### config.mk
export PLATFORM = sky130hd
export DESIGN_NAME = dec_onehot_scan_flat
export DESIGN_NICKNAME = d
export VERILOG_FILES = /design/src/rtl/dec_onehot_scan_if.sv /design/src/rtl/dec_onehot_scan.sv /design/src/flat_wrapper.sv
export SDC_FILE = /design/constraint.sdc
export NUM_CORES = 1
export LEC_CHECK = 0
export ABC_AREA = 1
export BUFFER_PORTS_ARGS = -buffer_cell sky130_fd_sc_hd__buf_4
export CORE_MARGIN = 2
export CORE_UTILIZATION = 28
export DETAILED_ROUTE_END_ITERATION = 8
export GPL_TIMING_DRIVEN = 1
export HOLD_SLACK_MARGIN = 0.12
export PLACE_DENSITY = 0.56
export SETUP_SLACK_MARGIN = 0.15
export SLEW_MARGIN = 30
export SYNTH_ARGS = -nofsm -noshare
export SYNTH_HDL_FRONTEND = slang
export SYNTH_SLANG_ARGS = --single-unit
### constraint.sdc
create_clock -name Clk -period 1.5 [get_ports Clk]
set_input_delay 0.075 -clock Clk [delete_from_list [all_inputs] [get_ports Clk]]
set_output_delay 0.075 -clock Clk [all_outputs]
set_load 0.05 [all_outputs]
### src/rtl/dec_onehot_scan_if.sv
// Select/scan handshake bundle for dec_onehot_scan.
// Master drives control, slave returns the registered line drive.
interface dec_onehot_scan_if #(
  parameter int SEL_W   = 3,
  parameter int DWELL_W = 8
);
  localparam int OUT_W = 1 << SEL_W;

  logic               En;
  logic               Mode;
  logic [SEL_W-1:0]   Data_in;
  logic [DWELL_W-1:0] Dwell;
  logic [OUT_W-1:0]   Data_out;
  logic [SEL_W-1:0]   Index_out;
  logic               Wrap;
  logic               Active;

  modport master (
    output En, Mode, Data_in, Dwell,
    input  Data_out, Index_out, Wrap, Active
  );

  modport slave (
    input  En, Mode, Data_in, Dwell,
    output Data_out, Index_out, Wrap, Active
  );
endinterface

### src/rtl/dec_onehot_scan.sv
// Registered binary-to-one-hot decoder with auto-scan mode.
// Scan walks one line at a time, holding each for Dwell+1 cycles.
module dec_onehot_scan #(
  parameter int SEL_W   = 3,
  parameter int DWELL_W = 8
) (
  input logic             Clk,
  input logic             Rst_n,
  dec_onehot_scan_if.slave bus
);
  localparam int OUT_W = 1 << SEL_W;

  typedef enum logic [1:0] {
    IDLE,
    DIRECT,
    SCAN
  } state_t;

  state_t             state;
  state_t             nxt;
  logic [SEL_W-1:0]   idx;
  logic [SEL_W-1:0]   idx_inc;
  logic [DWELL_W-1:0] cnt;
  logic [OUT_W-1:0]   data_out;
  logic               wrap;
  logic               active;
  logic               dwell_done;

  function automatic logic [OUT_W-1:0] dec(
    input logic [SEL_W-1:0] s
  );
    logic [OUT_W-1:0] v;
    v    = '0;
    v[s] = 1'b1;
    return v;
  endfunction

  always_comb begin
    nxt = IDLE;
    if (!bus.En)
      nxt = IDLE;
    else if (!bus.Mode)
      nxt = DIRECT;
    else
      nxt = SCAN;
  end

  assign idx_inc    = idx + 1'b1;
  assign dwell_done = (cnt >= bus.Dwell);

  always_ff @(posedge Clk) begin
    if (!Rst_n) begin
      state    <= IDLE;
      idx      <= '0;
      cnt      <= '0;
      data_out <= '0;
      wrap     <= 1'b0;
      active   <= 1'b0;
    end else begin
      state  <= nxt;
      active <= (nxt != IDLE);
      wrap   <= 1'b0;
      case (nxt)
        IDLE: begin
          data_out <= '0;
        end
        DIRECT: begin
          idx      <= bus.Data_in;
          cnt      <= '0;
          data_out <= dec(bus.Data_in);
        end
        SCAN: begin
          if (state == DIRECT) begin
            idx      <= '0;
            cnt      <= '0;
            data_out <= dec('0);
          end else if (state == IDLE) begin
            // resume: keep the line, count this cycle toward its dwell
            data_out <= dec(idx);
            if (!dwell_done)
              cnt <= cnt + 1'b1;
          end else if (dwell_done) begin
            idx      <= idx_inc;
            cnt      <= '0;
            data_out <= dec(idx_inc);
            wrap     <= &idx;
          end else begin
            cnt <= cnt + 1'b1;
          end
        end
        default: begin
          data_out <= '0;
        end
      endcase
    end
  end

  assign bus.Data_out  = data_out;
  assign bus.Index_out = idx;
  assign bus.Wrap      = wrap;
  assign bus.Active    = active;
endmodule

### src/flat_wrapper.sv
// flat-port wrapper written by rule: the top's interface ports become plain ports
module dec_onehot_scan_flat 
#(
  parameter int SEL_W   = 3,
  parameter int DWELL_W = 8
)
  (Clk, Rst_n, bus_En, bus_Mode, bus_Data_in, bus_Dwell, bus_Data_out, bus_Index_out, bus_Wrap, bus_Active);
  dec_onehot_scan_if #(.SEL_W(SEL_W), .DWELL_W(DWELL_W)) bus_i ();
  input logic Clk;
  input logic Rst_n;
  input wire logic [$bits(bus_i.En)-1:0] bus_En;
  input wire logic [$bits(bus_i.Mode)-1:0] bus_Mode;
  input wire logic [$bits(bus_i.Data_in)-1:0] bus_Data_in;
  input wire logic [$bits(bus_i.Dwell)-1:0] bus_Dwell;
  output wire logic [$bits(bus_i.Data_out)-1:0] bus_Data_out;
  output wire logic [$bits(bus_i.Index_out)-1:0] bus_Index_out;
  output wire logic [$bits(bus_i.Wrap)-1:0] bus_Wrap;
  output wire logic [$bits(bus_i.Active)-1:0] bus_Active;
  assign bus_i.En = bus_En;
  assign bus_i.Mode = bus_Mode;
  assign bus_i.Data_in = bus_Data_in;
  assign bus_i.Dwell = bus_Dwell;
  assign bus_Data_out = bus_i.Data_out;
  assign bus_Index_out = bus_i.Index_out;
  assign bus_Wrap = bus_i.Wrap;
  assign bus_Active = bus_i.Active;
  dec_onehot_scan #(.SEL_W(SEL_W), .DWELL_W(DWELL_W)) u_core (.Clk(Clk), .Rst_n(Rst_n), .bus(bus_i));
endmodule
==> reports/metrics.yaml <==
tightestPinTransition_ns: 0.556
ys_seq_area_share_pct: 29.5
leakage_nw: 1.11
critPathKind: "reg2reg"
synth_simple_gate_area_share_pct: 34.1
preCtsSetupSlack_ns: -0.242
hold_viol: 0
synth_top_area_share_pct: 29.5
numPlacedInstances: 358
min-delay-start: "bus_En"
synth-xor-area-share_pct: 1.12
p_int_mw: 1.02
period_share_pct: 110
cts_tree: "built"
power_switching_mw: 0.497
synth_cell_types: 26
ff2ff_setup_slack_ns: -0.16
synth-seq-cells: 23
area_growth_pct: 49.7
timing.rr.start: "u_core.cnt[7]"
syn_inst: 244
critPathSlowestCell: "dfxtp_2"
violations: "negative setup slack"
fin_util_pct: 43.0
finalSetupViolations: 20
power_frac_clock_pct: 26.2
clock_latency_ns: 0.27
postPlaceCellArea_sq_um: 2070
synth_top_family_by_area: "simple AND/OR/NAND/NOR gates"
die_h_um: 78.7
cts_root_buffer: "clkbuf_8"
vias: 1709
slowest_delay_ns: 0.34
powerDensity_nw_per_um2: 648
yosysTopAreaCell: "dfxtp_1"
cp_max_fo: 9
grt_use_total_pct: 14.1
synth_edf_count: 0
hp-class: "in2reg"
path_cells: "ha_4 > nand2_4 > nor2_4 > nand4_1 > nand4_1 > nand2_4 > o21ai_2 > nor2_1"
clock-sinks: 23
synth_nets: 270
fin_cells: 373
ys_warn_count: 0
status: "finished with violations"
grt_pass1_vias: 1557
cts.clk_slew.worst_paths_ns: 0.08
muxShareOfSynthArea_pct: 0
htree_num_levels: 1
cp-start-kind: "flop"
syn-mean-instance-area_sq_um: 6.40
grt_max_degree: 13
cts_buffer_depth: 2
ys.flop_type: "dfxtp_1"
final_area_sq_um: 2340
power_frac_seq_pct: 42.9
async_flop_share_pct: 0
drc_errors: 0
drtIter0Drc: 61
p_comb_share_pct: 30.9
routedWlPerCell_um: 11.5
yosys.area_share.adder_pct: 8.81
fmax_mhz: 604
start_util_pct: 28.7
ios: 28
r2r_cells: 8
ys_top_cells_by_area: "dfxtp_1 29%, nand2_1 16%, inv_1 9.4%"
p_total_mw: 1.52
period_needed_ns: 1.66
rsz0062_at_grt: "yes"
cp-startpoint: "u_core.cnt[7]"
die_x_um: 78.7
place.gp.congestion: 0.898
first_pass_iters: 4
critPathCaptureType: "flop"
ir_drop_mv: 0.326
synth_compound_area_share_pct: 15.0
slew_viol_final: 0
fp-row-count: 27
dieArea_sq_um: 6190
diodes: 0
overflow: 0
critPathArrivalTime_ns: 1.82
port_buffers: 27
r2r_end: "u_core.cnt[7]"
fin_ws_ns: -0.155
routed_via_density: 4.58
nets: 328
drive_gt1_share_pct: 35.2
maxCapViolCount: 0
antenna_found_initial: 0
slew_headroom_pct: 62.5
drt_wl_total_mm: 4.31
synthTopCellsByCount: "66 x nand2_1, 39 x inv_1, 26 x nor2_1"
hpwl_mm: 3.06
grt_pass1_wl_mm: 6.96
syn_area_sq_um: 1560
cts_buffers: 3
switching_share_pct: 32.8
required_ns: 1.66
crit_path_end: "u_core.cnt[7]"
yosysMostFrequentCell: "nand2_1"
core_sq_um: 5440
antenna_left: 0
finClkSkew_ns: 0.00667
## worst min path at each step
stage,endpoint,slack (ns),cells past startpoint
2_1_floorplan,u_core.state[0],0.15,1
3_3_place_gp,u_core.state[0],0.26,2
3_5_place_dp,u_core.state[0],0.27,2
4_1_cts,u_core.state[1],0.13,3
5_1_grt,u_core.state[1],0.14,3
6_report,u_core.state[1],0.14,3
## flip-flops by register name (all words and copies together) (netlist names)
register	flops
u_core.bus.Active	1
u_core.bus.Data_out	8
u_core.state	2
u_core.cnt	8
u_core.bus.Wrap	1
u_core.bus.Index_out	3
## cell type report
class                      instances  area, sq um
fill                             590         3100
multi-input combinational        177         1120
sequential                        23          477
timing repair buffer              54          435
inverter                          43          171
tap                               72         90.1
clock buffer                       4         45.0
## per-stage QoR
stage / hold slack, ns / TNS (ns)
after global routing: 0.144 / -3.95
final: 0.138 / -2.06
after detailed placement: 0.266 / -3.85
after CTS: 0.131 / -2.29
after global placement: 0.264 / -3.74
after floorplan: 0.147 / -0.0718
## worst max-delay path: cells and delay by family, from the launching register on
kind                       cells  cell delay, ns
DFF                            1            0.34
AOI/OAI and AO/OA              1            0.18
and+or+nand+nor                6            0.77
adders and majority gates      1            0.28
## per-layer routing
metal / vias up / GRT usage (%) / share of wire [%]
met1: 771 / 17.6 / 47
met2: 35 / 24.8 / 48
met3: 7 / 1.93 / 3.5
met4: 0 / 4.74 / 1.6
li1: 896 / - / -
met5: - / 0 / 0
## power groups by stage
stage | sequential [mW] | clock [mW] | combinational [mW]
after floorplan | 0.715 | 0 | 0.204
after global placement | 0.663 | 0 | 0.395
after detailed placement | 0.663 | 0 | 0.396
after CTS | 0.650 | 0.410 | 0.446
after global routing | 0.653 | 0.426 | 0.517
final | 0.650 | 0.397 | 0.469
## cells by family after synthesis
| family | count (synthesis) |
|---|---|
| buffers and inverters | 45 |
| flip-flops | 23 |
| adder cells (fa/ha/maj) | 11 |
| AND/OR/NAND/NOR | 119 |
| AO/OA/AOI/OAI | 44 |
| XOR/XNOR | 2 |
## cell usage in the layout, fill, tap and decap left out, types with 2 or more instances in the layout
cell and instances:
nand2_1 50, buf_4 46, inv_1 39, nor2_1 24
nand2_2 16, nand3_1 14, dfxtp_1 14, o21ai_0 13
a21oi_1 9, a21oi_2 7, nand2_4 7, o22ai_1 7
ha_4 7, dlygate4sd3_1 7, dfxtp_2 7, o21ai_1 5
ha_1 4, nor2_4 3, nand4_1 3, clkbuf_8 3
inv_4 2, dfxtp_4 2
## what timing repair did
action                     4_1_cts  5_1_grt
cloned                           1        0
setup endpoints to repair       20       20
hold endpoints to repair         7        0
hold buffers                     7        0
pin swaps                        9       10
buffers inserted                 2        1
gates resized for setup         14       19
Note: power is estimated with default switching activity, not from simulation.
